### src/rtl/proc_context_pkg.sv
// Shared core definitions: context FSM encodings and default PC / time-slice widths.
// Also used by the control unit and the PC register.
package proc_context_pkg;

  localparam int PC_W_DEF = 10;
  localparam int QW_DEF   = 16;

  typedef enum logic [1:0] {
    OS_RUN     = 2'b00,
    SWITCH_IN  = 2'b01,
    PROC_RUN   = 2'b10,
    SWITCH_OUT = 2'b11
  } ctx_state_e;

  function automatic logic in_switch(input ctx_state_e s);
    return (s == SWITCH_IN) || (s == SWITCH_OUT);
  endfunction

endpackage

### src/rtl/proc_context.sv
// Process context manager: switches the PC between the OS and one user process,
// preempting the process when its time slice (counted in non-halted cycles) runs out.
module proc_context
  import proc_context_pkg::*;
#(
  parameter int PC_W = PC_W_DEF,
  parameter int QW   = QW_DEF
) (
  input  logic            clk,
  input  logic            rst,
  input  logic            Halt,
  input  logic            exec_process,
  input  logic            select_proc_reg_write,
  input  logic            select_proc_reg_read,
  input  logic            change_pc,
  input  logic            end_proc,
  input  logic [PC_W-1:0] next_pc,
  input  logic [PC_W-1:0] target_pc,
  input  logic [QW-1:0]   quantum,
  output logic            curr_exec_process,
  output logic            curr_select_proc_reg_write,
  output logic            curr_select_proc_reg_read,
  output logic            pc_load,
  output logic [PC_W-1:0] pc_load_value,
  output logic [PC_W-1:0] proc_saved_pc,
  output logic            preempted,
  output logic [1:0]      ctx_state
);

  ctx_state_e      state, state_nxt;
  logic [PC_W-1:0] os_ret;
  logic [QW-1:0]   counter;
  logic            do_start, do_end, expire;

  assign do_start = (state == OS_RUN) && change_pc;
  assign do_end   = (state == PROC_RUN) && end_proc;
  // end_proc wins over a coincident expiry, so expiry requires end_proc low
  assign expire   = (state == PROC_RUN) && (quantum != '0) && (counter == QW'(1))
                    && !Halt && !end_proc;

  always_ff @(posedge clk) begin
    if (rst) state <= OS_RUN;
    else     state <= state_nxt;
  end

  always_comb begin
    state_nxt = state;
    case (state)
      OS_RUN:     if (do_start) state_nxt = SWITCH_IN;
      SWITCH_IN:  state_nxt = PROC_RUN;
      PROC_RUN:   if (do_end || expire) state_nxt = SWITCH_OUT;
      SWITCH_OUT: state_nxt = OS_RUN;
      default:    state_nxt = OS_RUN;
    endcase
  end

  always_comb begin
    pc_load = in_switch(state);
  end

  assign ctx_state = state;

  always_ff @(posedge clk) begin
    if (rst) begin
      curr_exec_process          <= 1'b0;
      curr_select_proc_reg_write <= 1'b0;
      curr_select_proc_reg_read  <= 1'b0;
    end else if (expire) begin
      curr_exec_process          <= 1'b0;
      curr_select_proc_reg_write <= 1'b0;
      curr_select_proc_reg_read  <= 1'b0;
    end else if (!in_switch(state)) begin
      curr_exec_process          <= exec_process;
      curr_select_proc_reg_write <= select_proc_reg_write;
      curr_select_proc_reg_read  <= select_proc_reg_read;
    end
  end

  always_ff @(posedge clk) begin
    if (rst) begin
      os_ret        <= '0;
      pc_load_value <= '0;
      proc_saved_pc <= '0;
      preempted     <= 1'b0;
      counter       <= '0;
    end else if (do_start) begin
      os_ret        <= next_pc;
      pc_load_value <= target_pc;
      counter       <= quantum;
      preempted     <= 1'b0;
    end else if (do_end) begin
      pc_load_value <= os_ret;
      preempted     <= 1'b0;
    end else if (expire) begin
      proc_saved_pc <= next_pc;
      pc_load_value <= os_ret;
      preempted     <= 1'b1;
    end else if ((state == PROC_RUN) && !Halt && (quantum != '0) && (counter > QW'(1))) begin
      counter <= counter - QW'(1);
    end
  end

endmodule
### config.mk
export PLATFORM = sky130hd
export DESIGN_NAME = proc_context
export DESIGN_NICKNAME = d
export VERILOG_FILES = /design/src/rtl/proc_context_pkg.sv /design/src/rtl/proc_context.sv
export SDC_FILE = /design/constraint.sdc
export NUM_CORES = 1
export LEC_CHECK = 0
export ABC_AREA = 1
export BUFFER_PORTS_ARGS = -buffer_cell sky130_fd_sc_hd__buf_2
export CAP_MARGIN = 20
export CORE_MARGIN = 1.5
export CORE_UTILIZATION = 57
export CTS_CLUSTER_DIAMETER = 60
export DETAILED_ROUTE_END_ITERATION = 16
export PLACE_DENSITY_LB_ADDON = 0.05
export SLEW_MARGIN = 25
export SYNTH_ARGS = -nofsm -noshare
export SYNTH_HDL_FRONTEND = slang
export SYNTH_SLANG_ARGS = --single-unit
### constraint.sdc
create_clock -name clk -period 3.18 [get_ports clk]
set_clock_uncertainty 0.15 [all_clocks]
set_input_delay 0.636 -clock clk [delete_from_list [all_inputs] [get_ports clk]]
set_output_delay 0.636 -clock clk [all_outputs]
set_load 0.02 [all_outputs]
==> impl_metrics.csv <==
group,metric,value,unit
setup_path,path_class,"flip-flop to flip-flop",
setup_path,crit_chain,"inv_1, ha_1, nand2_1, buf_4, nand2_1, nor2_2, nand2_1, nand2_1, nor2_1",
setup_path,cpMostUsedCell,"nand2_1",
cts,clock_latency,0.30,ns
final_layout,fin_nets,550,
pwr,pwr-share-seq,30.9,%
final_layout,layout-drive-gt1-share,18.96,%
grt,grt_overflow,0,
pwr,total_leakage_power,1.724,nW
pwr,power.density,966.3,nW/um^2
hold_path,worstHoldPathCells,2,
setup_path,max_stage_delay,0.57,ns
hold_path,worstHoldStart,"os_ret[0]",
setup_path,crit_path_end_kind,"flip-flop",
placed_design,dp_hpwl,4780,um
sta,maxSlewHeadroom,53.23,%
cts,post_cts_buffers,0,
yosys,synth_ff_type,"dfxtp_1",
grt,grt_max_degree,39,
yosys,synth_compound_area_share,10.49,%
sta,period_share,71.48,%
setup_path,rrSetupSlack,0.91,ns
hold_path,whs_endpoint,"os_ret[0]",
sta,min_period,2.273,ns
setup_path,crit_path_max_fanout,20,
routing,viasPerCell,4.998,
grt,grt_util_all_layers,25.90,%
yosys,synthSimpleGateAreaFrac,38.13,%
cts,cts_hold_buf,0,
sta,setup_violations,0,
yosys,synth-adder-area-share,2.667,%
grt,antenna_found_initial,0,
yosys,syn-num-nets,489,
floorplan,dieArea,5369,sq um
setup_path,cp-start-kind,"flip-flop",
routing,wl,6749,um
final_layout,antenna-diode-count,0,
run_status,status,"finished clean",
yosys,synth_top_family_by_area,"simple AND/OR/NAND/NOR gates",
cts,cts_root_buf,"clkbuf_8",
routing,drtPass1Iterations,4,
cts,clkSinkCount,52,
sta,hold_viol_final,0,
routing,ant_nets,0,
final_layout,area_growth_syn_to_layout,16.36,%
yosys,synthArstFlopShare,0,%
routing,drt_iter0_markers,129,
yosys,synth_area,2815,sq um
pwr,switchingPower,1.492,mW
yosys,muxShareOfSynthArea,1.067,%
sta,finalMaxSlewViolations,0,
hold_path,hold_path.class,"flip-flop to flip-flop",
floorplan,die-width,73.28,um
yosys,yosysUniqueCellTypes,25,
placed_design,io_buffers,70,
sta,fmax,439.9,MHz
yosys,avgSynthCellArea,6.413,sq um
cts,cts_tree,"done",
floorplan,die_h,73.28,um
pwr,switching_share,47.15,%
pwr,pwr-share-comb,54.8,%
cts,cts_max_level,2,
setup_path,regToRegEndpoint,"pc_load_value[1]",
floorplan,core,4755,sq um
yosys,synth_commonest_cells,"nand2_1 (142), nor2_1 (76), dfxtp_1 (52)",
cts,cts_max_path_buffers,2,
yosys,synth_seq_cells,52,
pwr,power,3.165,mW
setup_path,r2r_start,"ctx_state[0]",
setup_path,crit_path_top_delay_cell,"nor2_2",
sta,worst_pin_slew,0.7008,ns
yosys,yosysTopAreaCell,"dfxtp_1",
setup_path,reg2reg_depth,9,
yosys,synth_edf_count,0,
setup_path,cp.required,3.23,ns
placed_design,gp_congestion,0.8829,
pwr,vdd_drop_max,434.8,uV
sta,rsz0062_at_grt,"no",
grt,grt_pass1_wl,10750,um
cts,cts_buffers,5,
yosys,synth_cells,439,
yosys,synth.area.top_cells,"dfxtp_1 (37%), nand2_1 (19%), nor2_1 (10%), a21oi_1 (6.6%), inv_1 (4.5%)",
routing,wire_per_inst,11.88,um
run,cap_violations,0,
floorplan,initial_utilization,59.21,%
routing,vias,2839,
floorplan,rows,25,
floorplan,num_io_pins,71,
grt,first_global_vias,2513,
yosys,synth-xor-area-share,2.178,%
pwr,p_int,1.673,mW
setup_path,critPathLaunch,"ctx_state[0]",
setup_path,worstPathArrival,2.33,ns
cts,clk_pin_slew,0.09,ns
cts,cts_resized,0,
yosys,synth_top_area_share,36.98,%
yosys,yosysSeqAreaShare,36.98,%
sta,totalNegativeSetupSlack,0,ns
routing,drc,0,
yosys,synth_most_common_cell,"nand2_1",
pwr,clkPwrFrac,14.3,%
yosys,yosys_warnings,0,
-- area by class of cell --
class                      count  area [sq um]
multi-input combinational    332          1535
fill                         445          1479
sequential                    52          1041
timing repair buffer          73         372.9
inverter                      36         135.1
tap                           67         83.83
clock buffer                   6         72.57
clock inverter                 2         35.03
-- state kept, by name, summed over array words and instances, names as in the netlist --
register	count
preempted	1
os_ret	10
curr_select_proc_reg_write	1
curr_select_proc_reg_read	1
proc_saved_pc	10
pc_load_value	10
curr_exec_process	1
counter	16
ctx_state	2
-- cell families after synthesis --
kind of cell               count (synthesis)
xor gates and xnor gates                   7
muxes                                      3
buffers and inverters                     55
adders and majority gates                  6
DFF                                       52
AOI/OAI and AO/OA                         59
and+or+nand+nor                          257
-- per-stage QoR --
step           util (%)  setup WS, ns  cell area [sq um]  std cells  hold slack, ns
2_1_floorplan         -         1.179               2815        439          0.3024
3_3_place_gp      66.63        0.6899               3168        560          0.3119
3_5_place_dp      66.63        0.6585               3168        560          0.3148
4_1_cts           68.89        0.9052               3276        568          0.3365
5_1_grt           68.89        0.6616               3276        568          0.3441
6_report          68.89        0.9069               3276        568          0.3338
-- metal layers --
layer	vias to the layer above	global-route usage, %	share of wire [%]
li1	1486	-	-
met1	1279	29.96	43
met2	62	47.78	52
met3	12	4.252	3.6
met4	0	9.015	1.9
met5	-	0	0
-- placed cells by master, fill, tap and decap left out --
cell type  netlist  final
bufinv_16        0      1
nand3b_1         4      4
xnor2_1          3      3
nor2_1          76     76
clkinv_2         0      1
dfxtp_1         52     52
ha_1             6      6
clkbuf_8         0      5
inv_1           34     33
nand4_1          1      1
buf_2            5     70
inv_2            2      3
nand2_4          3      3
nand2_1        142    142
mux2i_1          3      3
nor2_2           4      4
or2_2            1      1
o21ai_0         22     22
nand3_1         22     22
clkbuf_1         9      1
nand2_2          2      2
nor2_8           1      1
buf_4            1      3
a21oi_1         37     37
nor2_4           1      1
xor2_1           4      4
-- how the worst max path moves through the flow --
stage,endpoint,slack (ns),depth (start not counted)
3_3_place_gp,pc_load_value[0],0.69,11
2_1_floorplan,pc_load,1.18,4
4_1_cts,pc_load,0.91,4
6_report,pc_load_value[1],0.91,9
3_5_place_dp,pc_load_value[1],0.66,11
5_1_grt,pc_load_value[3],0.66,9
-- critical path, delay by kind of cell (launching register included) --
family,cells,cell delay [ns]
adders and majority gates,1,0.24
buffers and inverters,2,0.34
and+or+nand+nor,6,1.05
DFF,1,0.39
-- power by group through the flow --
stage / clock network (mW) / registers [mW] / logic, mW
after floorplan: 0 / 1.05 / 1.32
after global placement: 0 / 0.985 / 1.67
after detailed placement: 0 / 0.990 / 1.71
after CTS: 0.462 / 0.978 / 1.73
after global routing: 0.481 / 1.01 / 1.98
final: 0.452 / 0.979 / 1.73
Note: power is estimated with default switching activity, not from simulation.
